$ cat config.mk
export PLATFORM = sky130hd
export DESIGN_NAME = lcd_pattern_gen
export DESIGN_NICKNAME = d
export VERILOG_FILES = /design/src/rtl/lcd_pkg.sv /design/src/rtl/lcd_sync_delay.sv /design/src/rtl/lcd_pattern_gen.sv
export SDC_FILE = /design/constraint.sdc
export NUM_CORES = 1
export LEC_CHECK = 0
export ABC_AREA = 1
export BUFFER_PORTS_ARGS = -buffer_cell sky130_fd_sc_hd__buf_2
export CAP_MARGIN = 20
export CORE_ASPECT_RATIO = 0.5
export CORE_UTILIZATION = 40
export CTS_CLUSTER_SIZE = 30
export DETAILED_ROUTE_END_ITERATION = 12
export GPL_TIMING_DRIVEN = 0
export HOLD_SLACK_MARGIN = 0.15
export PLACE_DENSITY = 0.66
export SLEW_MARGIN = 20
export SYNTH_ARGS = -nofsm -noshare
export SYNTH_HDL_FRONTEND = slang
export SYNTH_SLANG_ARGS = --single-unit
$ cat constraint.sdc
create_clock -name PixelClk -period 1.95 [get_ports PixelClk]
set_clock_uncertainty 0.1 [all_clocks]
set_input_delay 0 -clock PixelClk [delete_from_list [all_inputs] [get_ports PixelClk]]
set_output_delay 0 -clock PixelClk [all_outputs]
set_load 0.005 [all_outputs]
$ cat src/rtl/lcd_pkg.sv
// Shared definitions for the LCD pixel path: RGB565 colours, pattern mode
// encodings and the 1024x600 active-area constants that the timing
// generator also uses.
package lcd_pkg;

  localparam int LCD_H_ACTIVE = 1024;
  localparam int LCD_V_ACTIVE = 600;

  // RGB565 colours packed as {R[4:0], G[5:0], B[4:0]}
  localparam logic [15:0] C_WHITE   = 16'hFFFF;
  localparam logic [15:0] C_YELLOW  = 16'hFFE0;
  localparam logic [15:0] C_CYAN    = 16'h07FF;
  localparam logic [15:0] C_GREEN   = 16'h07E0;
  localparam logic [15:0] C_MAGENTA = 16'hF81F;
  localparam logic [15:0] C_RED     = 16'hF800;
  localparam logic [15:0] C_BLUE    = 16'h001F;
  localparam logic [15:0] C_BLACK   = 16'h0000;

  typedef enum logic [1:0] {
    MODE_BARS   = 2'd0,
    MODE_SCROLL = 2'd1,
    MODE_CHECK  = 2'd2,
    MODE_GRAD   = 2'd3
  } mode_e;

  // Colour of vertical bar idx, left to right
  function automatic logic [15:0] bar_colour(input logic [2:0] idx);
    case (idx)
      3'd0:    bar_colour = C_WHITE;
      3'd1:    bar_colour = C_YELLOW;
      3'd2:    bar_colour = C_CYAN;
      3'd3:    bar_colour = C_GREEN;
      3'd4:    bar_colour = C_MAGENTA;
      3'd5:    bar_colour = C_RED;
      3'd6:    bar_colour = C_BLUE;
      default: bar_colour = C_BLACK;
    endcase
  endfunction

endpackage

$ cat src/rtl/lcd_sync_delay.sv
// N-stage register chain for DE/HSYNC/VSYNC, synchronous reset to 0.
module lcd_sync_delay #(
  parameter int N = 2,
  parameter int W = 3
) (
  input  logic         PixelClk,
  input  logic         RST,
  input  logic [W-1:0] d,
  output logic [W-1:0] q
);

  logic [W-1:0] stage [N];

  // Shift the sync bundle one stage per clock
  always_ff @(posedge PixelClk) begin
    if (RST) begin
      for (int i = 0; i < N; i++) stage[i] <= '0;
    end else begin
      stage[0] <= d;
      for (int i = 1; i < N; i++) stage[i] <= stage[i-1];
    end
  end

  assign q = stage[N-1];

endmodule

$ cat src/rtl/lcd_pattern_gen.sv
// RGB565 test-pattern source sitting between the LCD timing generator and
// the panel pins. Two-stage pipeline: S1 captures the pattern index, S2
// looks up the colour. Sync/DE ride through a matching 2-stage delay.
// Pattern mode and animation only change at frame start (VSYNC rising).
// Optional build macro LCD_PAT_BORDER_EN adds a 1-pixel white frame border.
module lcd_pattern_gen
  import lcd_pkg::*;
#(
  parameter int H_ACTIVE    = LCD_H_ACTIVE,
  parameter int V_ACTIVE    = LCD_V_ACTIVE,
  parameter int BAR_LOG2    = 7,
  parameter int CHK_LOG2    = 5,
  parameter int SCROLL_STEP = 4,
  parameter int FRAME_W     = 8
) (
  input  logic               PixelClk,
  input  logic               RST,
  input  logic [1:0]         Mode,
  input  logic               In_DE,
  input  logic               In_HSYNC,
  input  logic               In_VSYNC,
  input  logic [15:0]        PixelX,
  input  logic [15:0]        LineY,
  output logic               LCD_DE,
  output logic               LCD_HSYNC,
  output logic               LCD_VSYNC,
  output logic [4:0]         LCD_R,
  output logic [5:0]         LCD_G,
  output logic [4:0]         LCD_B,
  output logic [FRAME_W-1:0] FrameCnt
);

  // One full scroll cycle spans all eight bars
  localparam int SCROLL_MOD = 8 << BAR_LOG2;

  logic        vs_prev;
  mode_e       mode_q;
  logic        frame_start;

  logic [31:0] scroll_prod;
  logic [16:0] bar_offset;
  logic [16:0] bar_sum;
  logic [2:0]  bar_idx;

  logic        de_s1;
  mode_e       mode_s1;
  logic [2:0]  bar_idx_s1;
  logic        chk_s1;
  logic [15:0] grad_s1;
  logic [15:0] pix_colour;
  logic [15:0] rgb_q;

  assign frame_start = In_VSYNC & ~vs_prev;

  // Frame bookkeeping: latch requested mode and count frames at VSYNC rise
  always_ff @(posedge PixelClk) begin
    if (RST) begin
      vs_prev  <= 1'b0;
      mode_q   <= MODE_BARS;
      FrameCnt <= '0;
    end else begin
      vs_prev <= In_VSYNC;
      if (frame_start) begin
        mode_q   <= mode_e'(Mode);
        FrameCnt <= FrameCnt + 1'b1;
      end
    end
  end

  // Bar index, with the per-frame scroll offset applied in scroll mode
  assign scroll_prod = 32'(FrameCnt) * 32'(SCROLL_STEP);
  always_comb begin
    bar_offset = 17'd0;
    if (mode_q == MODE_SCROLL) bar_offset = 17'(scroll_prod % 32'(SCROLL_MOD));
  end
  assign bar_sum = {1'b0, PixelX} + bar_offset;
  assign bar_idx = 3'(bar_sum >> BAR_LOG2);

  // S1: capture DE, the active mode and every pattern's index
  always_ff @(posedge PixelClk) begin
    if (RST) begin
      de_s1      <= 1'b0;
      mode_s1    <= MODE_BARS;
      bar_idx_s1 <= '0;
      chk_s1     <= 1'b0;
      grad_s1    <= '0;
    end else begin
      de_s1      <= In_DE;
      mode_s1    <= mode_q;
      bar_idx_s1 <= bar_idx;
      chk_s1     <= PixelX[CHK_LOG2] ^ LineY[CHK_LOG2];
      grad_s1    <= {PixelX[9:5], PixelX[9:4], LineY[9:5]};
    end
  end

`ifdef LCD_PAT_BORDER_EN
  logic border_s1;

  // S1: flag the outermost row/column of the active area
  always_ff @(posedge PixelClk) begin
    if (RST) border_s1 <= 1'b0;
    else     border_s1 <= (PixelX == 16'd0) || (PixelX == 16'(H_ACTIVE - 1)) ||
                          (LineY  == 16'd0) || (LineY  == 16'(V_ACTIVE - 1));
  end
`else
  // Only a few LineY bits feed the patterns when no border is built
  logic unused_line_bits;
  assign unused_line_bits = ^LineY;
`endif

  // S2 colour lookup from the S1 indices
  always_comb begin
    pix_colour = C_BLACK;
    case (mode_s1)
      MODE_BARS, MODE_SCROLL: pix_colour = bar_colour(bar_idx_s1);
      MODE_CHECK:             pix_colour = chk_s1 ? C_WHITE : C_BLACK;
      MODE_GRAD:              pix_colour = grad_s1;
      default:                pix_colour = C_BLACK;
    endcase
`ifdef LCD_PAT_BORDER_EN
    if (border_s1) pix_colour = C_WHITE;
`endif
  end

  // S2: register colour, blanked outside the active area
  always_ff @(posedge PixelClk) begin
    if (RST) rgb_q <= '0;
    else     rgb_q <= de_s1 ? pix_colour : C_BLACK;
  end

  assign LCD_R = rgb_q[15:11];
  assign LCD_G = rgb_q[10:5];
  assign LCD_B = rgb_q[4:0];

  lcd_sync_delay #(.N(2), .W(3)) u_sync_delay (
    .PixelClk (PixelClk),
    .RST      (RST),
    .d        ({In_DE, In_HSYNC, In_VSYNC}),
    .q        ({LCD_DE, LCD_HSYNC, LCD_VSYNC})
  );

endmodule

# After elaboration in Yosys (flattened, before gate mapping)
# Memory sizes are Yosys's and may differ from the RTL's.
# Cells that the tools add are included.
[totals] regBits=50 latchBits=0 ram_bits=6 romBits=0 out_inout_bits=27 n_memories=1
[op_classes] add_sub_neg=2 multipliers=0 div=0 magnitude_cmp=0 eq_ne=10 n_shift=0 muxes=9 n_bitwise=6 n_reduce_logical=4
[memory_table] memory="u_sync_delay.stage" words=2 width=3 read_ports=2 rd_ports_with_merged_regs=0 wr=2 line="lcd_sync_delay.sv:12" text="logic [W-1:0] stage [N];"
[ops] cell="16-bit one-hot mux with 7 select lines" count=1
[ops] cell="16-bit one-hot mux with 3 select lines" count=1
[ops] cell="16-bit two-way mux" count=1
[ops] cell="10-bit adder" count=1
[ops] cell="10-bit two-way mux" count=1
[ops] cell="3-bit equality test, second input constant" count=3
[ops] cell="8-bit by 1-bit adder with 8-bit output, second input constant" count=1
[ops] cell="3-bit by 2-bit equality test with 1-bit output, second input constant" count=2
[ops] cell="3-bit two-way mux" count=2
[ops] cell="2-bit by 1-bit equality test with 1-bit output, second input constant" count=2
[ops] cell="2-bit equality test, second input constant" count=2
[ops] cell="2-bit OR reduction" count=2
[ops] cell="3-bit by 1-bit equality test with 1-bit output, second input constant" count=1
[ops] cell="3-bit zero test" count=1
[ops] cell="1-bit two-way mux" count=3
[ops] cell="2-bit zero test" count=1
[ops] cell="1-bit NOT" count=2
[ops] cell="1-bit bitwise OR" count=2
[ops] cell="1-bit AND" count=1
[ops] cell="1-bit XOR" count=1

# Logic depth before layout (Yosys ltp)
# Gate-level depths: netlist (run 1).
[logic_depth] depth_word=3 mapped_depth=12 ltp_nobuf=12

# Hierarchy
# A second synthesis (run 1) with hierarchy kept.
[hier_totals] hier_cells=281 hier_area_um2=2060.7
[by_module_without_submodules] mod="lcd_pattern_gen" n_inst=1 cells_each=260 area_per_inst_um2=1873.0 seq_area_each_um2=900.9
[by_module_without_submodules] mod="lcd_sync_delay" n_inst=1 cells_each=21 area_per_inst_um2=187.7 seq_area_each_um2=120.1

# Worst setup path after synthesis (run 1)
# OpenSTA, ideal clock, no wires.
[synth_path] path_type="register to register" from="reg mode_q[1]" to="reg bar_idx_s1[2]" setup_time_ns=0.115 arrival_ns=1.358 required_time_ns=1.735 path_slack_ns=0.377 stages_incl_launch_ff=11 n_path_buf=0 period_less_slack_ns=1.573 cell_sequence="dfxtp_1 -> inv_1 -> nand2_2 -> nor2_1 -> ha_1 -> a21oi_1 -> nor2_1 -> nor2_1 -> nand3_1 -> nand2_1 -> nor2_1"
[synth_via] elab_chain_cells=3
[synth_rtl] element="from (decl)" line="lcd_pattern_gen.sv:37" text="mode_e mode_q;"
[synth_rtl] element="from (signal assigned)" line="lcd_pattern_gen.sv:64" text="mode_q <= mode_e'(Mode);"
[synth_rtl] element="2-bit by 1-bit equality test with 1-bit output" line="lcd_pattern_gen.sv:74" text="if (mode_q == MODE_SCROLL) bar_offset = 17'(scroll_prod % 32'(SCROLL_MOD));"
[synth_rtl] element="10-bit two-way mux" line="lcd_pattern_gen.sv:74"
[synth_rtl] element="10-bit adder" line="lcd_pattern_gen.sv:76" text="assign bar_sum = {1'b0, PixelX} + bar_offset;"
[synth_rtl] element="to (signal assigned)" line="lcd_pattern_gen.sv:90" text="bar_idx_s1 <= bar_idx;"
[synth_rtl] element="to (decl)" line="lcd_pattern_gen.sv:47" text="logic [2:0] bar_idx_s1;"
# Every way passes these cells.
# A chain may end at the register's enable or synchronous reset.

# Worst setup path after layout (run 1)
# Same ends and word-level chain as after synthesis.

==> metrics.csv, run 1 <==
stage,metric,value,unit
yosys,netlist_area,1980,um^2
clocking,clk_pin_slew,0.09,ns
sta,hold_ws,0.207,ns
power,power,1830,uW
yosys,ys_warn_count,0,
run_status,status,finished clean,
critical_path,startpoint_type,register,
sta,finalSetupTns,0,ns
critical_path,cpMostUsedCell,nor2_1,
critical_path,critPathMaxStageDelay,0.33,ns
global_routing,grt_pass1_vias,1649,
sta,period_share,0.901,
power,power.density,715,nW/um^2
power,ir_drop,0.418,mV
hold_path,hold_class,input port to register,
critical_path,ff2ff_path_depth,10,
die,io_pins,66,
yosys,seq_area_frac_synth,0.496,
sta,final_max_slew_viol_count,0,
detailed_routing,vias,1747,
detailed_routing,drt_pre_antenna_iters,4,
die,design.core.area,4570,um^2
finish,diodes,0,
critical_path,worst-setup-path-type,register to register,
placed_design,dp_hpwl,2910,um
detailed_routing,via_per_inst,4.29,
finish,syn2layout_area_growth,29.6,%
finish,nets,386,
yosys,avgSynthCellArea,7.35,um^2
yosys,synth_cell_types,20,
finish,drive_gt1_frac,0.194,
sta,min_period,1.76,ns
die,die_x,101,um
clocking,clock_latency,0.30,ns
yosys,synth-seq-cells,49,
sta,fmax,569,MHz
detailed_routing,drt_wl_total,4070,um
clocking,cts_root_buf,clkbuf_8,
hold_path,holdPathStages,8,
detailed_routing,postRouteAntennaNets,0,
clocking,htree_levels,2,
finish,most-common-layout-cells,"inv_1 (57), dfxtp_1 (49), buf_2 (47), nand2_1 (44), nor2_1 (43)",
critical_path,cp_max_fo,7,
sta,hold_viol,0,
die,die_area,5240,um^2
detailed_routing,drcViolationCount,0,
power,leakage,0.00140,uW
die,initial_core_util,0.432,
critical_path,crit_chain,inv_1 -> nand2_2 -> nor2_1 -> ha_1 -> a21oi_2 -> nor2_1 -> nor2_1 -> nand3_1 -> nand2_1 -> nor2_1,
sta,relSlewSlack,0.665,
die,rows,17,
sta,rsz0062_at_grt,no,
sta,worst_slew_pin_slew,0.503,ns
yosys,synth_nets,315,
clocking,clock-sinks,49,
global_routing,grt_usage,0.174,
flow_run,drv_cap,0,
global_routing,grt_overflow_total,0,
critical_path,critPathRequiredTime,2.04,ns
sta,setup_violations,0,
global_routing,grt_pass1_wl,7080,um
critical_path,worstPathArrival,1.85,ns
global_routing,antenna_found_initial,0,
finish,layout.cells.most_common,inv_1,
detailed_routing,dr.first_iter.drc_count,69,
clocking,cts_max_path_buffers,2,
die,die_h,51.7,um
critical_path,cp-end-kind,register,
yosys,syn_inst,269,
clocking,cts_buffers,5,
critical_path,cp_slowest_cell,dfxtp_1,
global_routing,grt_max_degree,16,
clocking,cts_tree,yes,
placed_design,io_buffers,46,
placed_design,gp_congestion,0.849,
detailed_routing,wire_per_inst,10.0,um
-- cell usage after synthesis (all sizes together) --
library cell	number	area share
clkbuf	2	0.0038
nor3	4	0.010
nand2	46	0.090
dfxtp	49	0.50
buf	2	0.0063
inv	60	0.11
a21oi	18	0.046
nand3	9	0.025
nor2	46	0.094
o21ai	22	0.058
o21bai	1	0.0038
nand4	3	0.0095
ha	7	0.044
-- per-layer routing --
layer  share of wire  wire length, um  up-vias  GRT usage
li1                -                -      957          -
met1            0.51             2080      747      0.220
met2            0.44             1800       41      0.302
met3           0.046              189        2     0.0430
met4          0.0020                8        0     0.0459
met5               0                0        -          0
-- cell type report --
| class | instances | area, um^2 |
|---|---|---|
| fillers | 435 | 2010 |
| clock buffers | 6 | 72.6 |
| repair buffers | 64 | 410 |
| inverters | 60 | 225 |
| flip-flops and latches | 49 | 981 |
| multi-input cells | 156 | 754 |
| plain buffers | 4 | 20.0 |
| clock inverters | 2 | 15.0 |
| well taps | 66 | 82.6 |
-- worst max-delay path, delay by kind of cell, from the launching register on --
family / cells / cell delay (ns)
fa+ha+maj: 1 / 0.28
flops: 1 / 0.33
compound gates: 1 / 0.21
buf+inv: 1 / 0.10
simple gates: 7 / 0.63
-- final timing paths --
path / slack, ns / from / to
max: 0.19 / mode_q[1] / bar_idx_s1[2]
max reg2reg: 0.19 / mode_q[1] / bar_idx_s1[2]
min reg2reg: 0.31 / u_sync_delay.stage[0][1] / u_sync_delay.stage[0][4]
min: 0.21 / PixelX[3] / bar_idx_s1[1]
-- registers in the layout, summed over array words and instances, names as in the netlist --
register            count
mode_q                  2
chk_s1                  1
FrameCnt                8
rgb_q                  16
u_sync_delay.stage      6
mode_s1                 2
grad_s1                11
bar_idx_s1              3
-- power by group --
| part | switching (uW) | internal [uW] | total (uW) |
|---|---|---|---|
| Sequential | 19.8 | 1040 | 1060 |
| Combinational | 98.2 | 85.9 | 184 |
| Clock | 330 | 253 | 583 |
| Total | 448 | 1380 | 1830 |
-- cell families after synthesis --
kind of cell,count (synthesis),share of synthesized area
AO/OA/AOI/OAI,41,0.107
adder cells (fa/ha/maj),7,0.0443
buffers and inverters,64,0.124
flip-flops,49,0.496
AND/OR/NAND/NOR,108,0.228
-- what timing repair did --
action,CTS,global route
buffers inserted,0,0
hold buffers,18,0
gates resized for setup,0,1
endpoints found under the hold margin,28,0
endpoints found under the setup margin,0,1
-- metrics by stage --
stage / setup WS (ns) / instances / area (um^2) / util
after floorplan: 0.377 / 269 / 1980 / -
after global placement: 0.232 / 381 / 2290 / 0.501
after detailed placement: 0.176 / 381 / 2290 / 0.501
after CTS: 0.141 / 407 / 2560 / 0.559
after global routing: 0.0237 / 407 / 2560 / 0.560
final: 0.194 / 407 / 2560 / 0.560
Power figures use the tool's default switching activity.
==> run 2: changes to the inputs <==
RECOVER_POWER = 50   (was default)
==> run 2 against run 1 <==
Effect of this change: wire length is 0.42% lower; first-iteration DRC count stayed put; clock-buffer cell count stayed put; register-to-register slack hardly changed; worst setup slack worse by 0.0035 ns; critical path type unchanged; highest routed layer unchanged.
==> metrics.csv, run 2 (synthesis gave the netlist of run 1 again) <==
stage,metric,value,unit,change
clocking,htree_levels,2,,unchanged
sta,relSlewSlack,0.671,,+0.00640
sta,setup_violations,0,,unchanged
finish,largest_reg_flops,16,,unchanged
finish,fin_cells,407,,unchanged
detailed_routing,postRouteAntennaNets,0,,unchanged
critical_path,critPathRequiredTime,2.04,ns,about the same
detailed_routing,wire_per_inst,9.96,um,-0.42%
clocking,cts_max_path_buffers,2,,unchanged
finish,layout.cells.most_common,inv_1,,
die,die_area,5240,um^2,unchanged
sta,finalSetupTns,0,ns,unchanged
critical_path,crit_chain,inv_1 -> nand2_2 -> nor2_1 -> ha_1 -> a21oi_2 -> nor2_1 -> nor2_1 -> nand3_1 -> nand2_1 -> nor2_1,,
die,die_x,101,um,unchanged
global_routing,grt_usage,0.174,,unchanged
clocking,cts_tree,yes,,
finish,syn2layout_area_growth,28.8,%,
power,p_comb_frac,0.099,,about the same
die,initial_core_util,0.432,,unchanged
global_routing,grt_overflow_total,0,,unchanged
finish,diodes,0,,unchanged
global_routing,met1_usage,0.220,,unchanged
hold_path,hold_class,input port to register,,
critical_path,cp_max_fo,7,,unchanged
die,rows,17,,unchanged
sta,period_share,0.902,,+0.00180
clocking,cts_buffers,5,,unchanged
sta,min_period,1.76,ns,+0.00350 ns
finish,largestRegisters,"rgb_q x16, grad_s1 x11, FrameCnt x8",,
power,leakage,0.00136,uW,-2.8%
detailed_routing,drcViolationCount,0,,unchanged
placed_design,placed_cells,381,,unchanged
critical_path,worst-setup-path-type,register to register,,
power,switching_share,0.244,,-0.000675
sta,fmax,568,MHz,-0.20%
detailed_routing,drt_wl_total,4050,um,-0.42%
die,die_h,51.7,um,unchanged
clocking,clk_pin_slew,0.09,ns,about the same
sta,final_max_slew_viol_count,0,,unchanged
power,p_seq_frac,0.583,,+0.002
power,internal-power,1380,uW,-0.20%
global_routing,grt_pass1_wl,7080,um,unchanged
sta,worst_slew_pin_slew,0.493,ns,-0.00959 ns
finish,largest_register,rgb_q,,
global_routing,grt_max_degree,16,,unchanged
power,power.density,717,nW/um^2,+0.29%
critical_path,reg2reg_slack,0.19,ns,about the same
finish,fillerInstances,440,,+1.1%
critical_path,cp_slowest_cell,dfxtp_1,,
placed_design,dp_hpwl,2910,um,unchanged
sta,rsz0062_at_grt,no,,
global_routing,gr-usage-met2,0.302,,unchanged
critical_path,worstPathArrival,1.85,ns,about the same
power,p_switching,446,uW,-0.57%
critical_path,startpoint_type,register,,
critical_path,cpMostUsedCell,nor2_1,,
detailed_routing,vias,1746,,-0.057%
run_status,status,finished clean,,
critical_path,crit_buf_inv,1,,unchanged
sta,hold_viol,0,,unchanged
global_routing,top_usage_layer,met2,,
finish,nets,386,,unchanged
critical_path,critPathMaxStageDelay,0.33,ns,about the same
critical_path,cp-end-kind,register,,
global_routing,met3_usage,0.0430,,unchanged
detailed_routing,drt_pre_antenna_iters,4,,unchanged
power,p_clk_frac,0.318,,about the same
critical_path,path_delay_family,simple AND/OR/NAND/NOR gates,,
die,io_pins,66,,unchanged
die,design.core.area,4570,um^2,unchanged
finish,most-common-layout-cells,"inv_1 (57), dfxtp_1 (49), nand2_1 (44), nor2_1 (43), buf_2 (38)",,
clocking,clock-sinks,49,,unchanged
detailed_routing,dr.first_iter.drc_count,69,,unchanged
global_routing,antenna_found_initial,0,,unchanged
clocking,clock_latency,0.30,ns,about the same
clocking,cts_root_buf,clkbuf_8,,
placed_design,io_buffers,46,,unchanged
placed_design,gp_congestion,0.849,,unchanged
detailed_routing,via_per_inst,4.29,,about the same
global_routing,grt_pass1_vias,1649,,unchanged
flow_run,drv_cap,0,,unchanged
power,ir_drop,0.414,mV,-0.84%
finish,drive_gt1_frac,0.164,,-0.0293
run 2: cell type report:
cell class,instances,area [um^2],share of cell area
inverter,60,225,0.0885
tap,66,82.6,0.0324
sequential,49,981,0.385
buffer,4,16.3,0.00639
clock buffer,6,72.6,0.0285
clock inverter,2,15.0,0.00590
multi-input combinational,156,754,0.296
timing repair buffer,64,399,0.157
run 2: final timing paths:
kind | start | endpoint | cells after the start
hold reg to reg | u_sync_delay.stage[0][1] | u_sync_delay.stage[0][4] | 2
setup reg to reg | mode_q[1] | bar_idx_s1[2] | 10
setup / recovery | mode_q[1] | bar_idx_s1[2] | 10
hold / removal | PixelX[3] | bar_idx_s1[1] | 8
run 2: routing by layer:
metal | up-vias | wire length (um)
li1 | 954 | -
met1 | 753 | 2070
met2 | 37 | 1800
met3 | 2 | 180
met4 | 0 | 8
met5 | - | 0
run 2: tightest hold or removal path: cells and delay by family:
family        cells  cell delay (ns)
fa+ha+maj         1             0.15
buf+inv           2             0.12
simple gates      5             0.29
run 2: power by group through the flow:
stage                     Sequential (uW)  Clock, uW  Combinational [uW]
after floorplan                      1090          0                89.4
after global placement               1090          0                 151
after detailed placement             1090          0                 155
after CTS                            1060        602                 183
after global routing                 1070        649                 209
final                                1060        581                 181
run 2: stage by stage:
| stage | total power, uW | util | hold WS [ns] | instance area (um^2) | setup WS [ns] |
|---|---|---|---|---|---|
| 4_1_cts | 1850 | 0.559 | 0.203 | 2560 | 0.141 |
| 5_1_grt | 1930 | 0.557 | 0.260 | 2550 | 0.0148 |
| 3_3_place_gp | 1240 | 0.501 | 0.101 | 2290 | 0.232 |
| 6_report | 1830 | 0.557 | 0.209 | 2550 | 0.190 |
| 3_5_place_dp | 1240 | 0.501 | 0.110 | 2290 | 0.176 |
| 2_1_floorplan | 1180 | - | -0.0207 | 1980 | 0.377 |
run 2: timing repair:
| item | CTS | global route |
|---|---|---|
| gates resized for setup | 0 | 1 |
| hold buffers | 18 | 0 |
| setup endpoints to repair | 0 | 1 |
| hold endpoints to repair | 28 | 0 |
| setup buffers | 0 | 0 |
==> run 3: changes to the inputs <==
ABC_AREA = default   (was 1)
PLACE_DENSITY = 0.67   (was 0.66)
clock period = 2.06 ns   (was 1.95 ns; I/O delays follow)
==> run 3 against run 2 <==
Effect of this change: the flow now finishes with violations (negative setup slack); synthesized area down 10%; global-route usage grew 0.18 points; register-to-register slack worse by 0.21 ns; critical path type unchanged; synthesized cell count fell by 32%; clock power fell by 3.6%; largest cell class unchanged; power decreased by 5.4%.
==> metrics.csv, run 3 <==
stage,metric,value,unit,change
run_status,status,"finished, violations left",,
run_status,violations,negative setup slack,,
yosys,syn_inst,182,,-32%
power,switching_share,0.239,,-0.00515
sta,final_max_slew_viol_count,0,,unchanged
detailed_routing,dr.first_iter.drc_count,25,,-64%
sta,setup_violations,1,,+1
placed_design,gp_congestion,0.755,,-11%
power,leakage,0.00107,uW,-21%
detailed_routing,drt_wl_total,3660,um,-9.7%
die,die_h,49.2,um,-4.9%
yosys,synth_cell_types,30,,+50%
die,io_pins,66,,unchanged
finish,largest_reg_flops,16,,unchanged
yosys,netlist_area,1780,um^2,-10%
global_routing,antenna_found_initial,0,,unchanged
placed_design,dp_hpwl,2530,um,-13%
sta,fmax,482,MHz,-15%
power,internal-power,1310,uW,-4.8%
hold_path,holdCritStartpoint,PixelX[2],,
power,p_clk_frac,0.324,,+0.006
clocking,htree_levels,2,,unchanged
yosys,synth_area_leaders,"dfxtp_1 (55%), nor2b_1 (7.4%), nor2_1 (6.8%)",,
sta,min_period,2.07,ns,+0.315 ns
sta,relSlewSlack,0.588,,-0.0830
yosys,synth-async-reset-ratio,0,,unchanged
power,ir_drop,0.280,mV,-32%
sta,rsz0062_at_grt,yes,,
sta,period_share,1.01,,+0.105
power,power.density,723,nW/um^2,+0.77%
global_routing,grt_max_degree,17,,+1
detailed_routing,drt_pre_antenna_iters,6,,+2
yosys,ys_warn_count,0,,unchanged
finish,nets,299,,-23%
placed_design,place_area,2070,um^2,-9.5%
clocking,clk_pin_slew,0.09,ns,about the same
critical_path,crit_chain,inv_2 -> nor2_4 -> and2_4 -> ha_4 -> a21oi_4 -> o22ai_2 -> a221o_1 -> mux2_4,,
critical_path,timing.rr.start,mode_q[0],,
global_routing,grt_usage,0.176,,+0.00175
flow_run,drv_cap,0,,unchanged
critical_path,startpoint_type,register,,
sta,hold_viol,0,,unchanged
hold_path,hold_class,input port to register,,
yosys,avgSynthCellArea,9.78,um^2,+33%
yosys,synth_top_area_frac,0.551,,+0.0551
placed_design,io_buffers,45,,-2.2%
detailed_routing,via_per_inst,4.57,,+6.6%
clocking,cts_root_buf,clkbuf_8,,
yosys,synth_common_cells,"dfxtp_1 (49), nor2_1 (32), nor2b_1 (21)",,
yosys,seq_area_frac_synth,0.551,,+0.0551
yosys,synth-seq-cells,49,,unchanged
yosys,yosysTopAreaCell,dfxtp_1,,
critical_path,critPathMaxStageDelay,0.37,ns,+0.04 ns
critical_path,startpoint,mode_q[0],,
finish,layout.cells.most_common,dfxtp_1,,
yosys,yosys.cell_count.top_type,dfxtp_1,,
global_routing,grt_pass1_vias,1358,,-18%
finish,largestRegisters,"rgb_q x16, grad_s1 x11, FrameCnt x8",,
critical_path,cp-end-kind,register,,
finish,diodes,0,,unchanged
critical_path,worst-setup-path-type,register to register,,
critical_path,cp_slowest_cell,dfxtp_2,,
finish,fin_cells,308,,-24%
finish,final_area,2390,um^2,-6.1%
critical_path,worstPathArrival,2.18,ns,+0.33 ns
sta,final.setup.worst_slack,-0.0150,ns,-0.205 ns
sta,hold_ws,0.213,ns,+0.00368 ns
finish,fillerInstances,373,,-15%
finish,most-common-layout-cells,"dfxtp_1 (47), buf_2 (36), nor2_1 (31), nor2b_1 (21), dlygate4sd3_1 (17)",,
finish,syn2layout_area_growth,34.3,%,
power,p_switching,413,uW,-7.4%
detailed_routing,vias,1409,,-19%
detailed_routing,postRouteAntennaNets,0,,unchanged
yosys,synth_nets,228,,-28%
die,design.core.area,4080,um^2,-11%
die,die_area,4740,um^2,-9.7%
finish,largest_register,rgb_q,,
clocking,clock_latency,0.31,ns,about the same
die,rows,16,,-1
sta,finalSetupTns,-0.0150,ns,-0.0150 ns
detailed_routing,drcViolationCount,0,,unchanged
critical_path,critPathRequiredTime,2.16,ns,+0.12 ns
critical_path,cp_max_fo,6,,-1
power,p_seq_frac,0.583,,about the same
global_routing,grt_overflow_total,0,,unchanged
global_routing,grt_pass1_wl,6170,um,-13%
sta,worst_slew_pin_slew,0.611,ns,+0.118 ns
detailed_routing,wire_per_inst,11.9,um,+19%
placed_design,placed_cells,281,,-26%
yosys,synth_ff_type,dfxtp_1,,
power,p_comb_frac,0.093,,-0.006
die,initial_core_util,0.436,,+0.00338
clocking,cts_max_path_buffers,2,,unchanged
yosys,synth_edf_count,0,,unchanged
clocking,cts_buffers,5,,unchanged
die,die_x,96.3,um,-5.0%
finish,drive_gt1_frac,0.240,,+0.0759
clocking,clock-sinks,49,,unchanged
clocking,cts_tree,yes,,
==> run 3: cell types whose count changed in the layout (fill, tap and decap cells not counted), moves of 3 or more <==
cell and delta:
clkbuf_1 +3, o21ai_0 -17, mux2i_1 +3, and2_1 +5
xor2_1 +7, inv_1 -52, nor2_1 -12, nand3_1 -7
a21oi_1 -6, nor3_1 -3, nor2b_1 +21, nand2_1 -41
==> run 3: worst max-delay path, delay by kind of cell (launching register included) <==
family,cells,cell delay [ns]
AOI/OAI and AO/OA,3,0.64
DFF,1,0.37
and+or+nand+nor,2,0.31
muxes,1,0.30
adders and majority gates,1,0.20
buffers and inverters,1,0.06
==> run 3: what timing repair did <==
| item | in CTS | in global routing |
|---|---|---|
| setup endpoints to repair | 3 | 3 |
| cloned | 0 | 0 |
| pin swaps | 1 | 4 |
| buffers inserted | 0 | 2 |
| hold buffers | 17 | 0 |
| hold endpoints to repair | 21 | 0 |
| resized for setup | 8 | 5 |
==> run 3: final cells by class <==
class	instances	area, um^2	share of cell area
buffer	7	27.5	0.0115
inverter	6	22.5	0.00942
clock buffer	5	68.8	0.0288
sequential	49	983	0.412
timing repair buffer	64	398	0.166
multi-input combinational	120	801	0.335
clock inverter	3	21.3	0.00890
tap	54	67.6	0.0283
==> run 3: routing by layer <==
metal	routed length (um)	vias up	global-route usage
met5	0	-	0
li1	-	742	-
met4	75	0	0.0882
met3	238	9	0.0467
met2	1620	34	0.274
met1	1730	624	0.225
==> run 3: final timing paths <==
kind                            slack, ns  depth (start not counted)                        to
worst max-delay path                -0.01                          8             bar_idx_s1[2]
worst min register to register       0.35                          1  u_sync_delay.stage[0][4]
worst max register to register      -0.01                          8             bar_idx_s1[2]
worst min-delay path                 0.21                          5             bar_idx_s1[0]
==> run 3: kinds of logic (layout without fill, tap and decap cells) <==
| logic type | count (synthesis) | after routing | share of synthesized area |
|---|---|---|---|
| buf+inv | 13 | 85 | 0.0281 |
| compound gates | 22 | 22 | 0.0710 |
| mux | 5 | 5 | 0.0316 |
| flops | 49 | 49 | 0.551 |
| xor+xnor | 9 | 9 | 0.0443 |
| fa+ha+maj | 7 | 7 | 0.0492 |
| simple gates | 77 | 77 | 0.224 |
==> run 3: power groups by stage <==
stage | Clock (uW) | Combinational [uW] | Sequential (uW)
after detailed placement | 0 | 129 | 1030
after floorplan | 0 | 73.0 | 1030
final | 560 | 160 | 1010
after global placement | 0 | 125 | 1030
after global routing | 625 | 182 | 1010
after CTS | 570 | 156 | 1010
==> run 3: metrics by stage <==
stage	util	total power, uW	setup slack, ns
after CTS	0.576	1730	-0.00651
after detailed placement	0.507	1160	-0.277
after global placement	0.507	1150	-0.247
after floorplan	-	1100	0.0365
after global routing	0.585	1820	-0.0961
final	0.585	1730	-0.0150
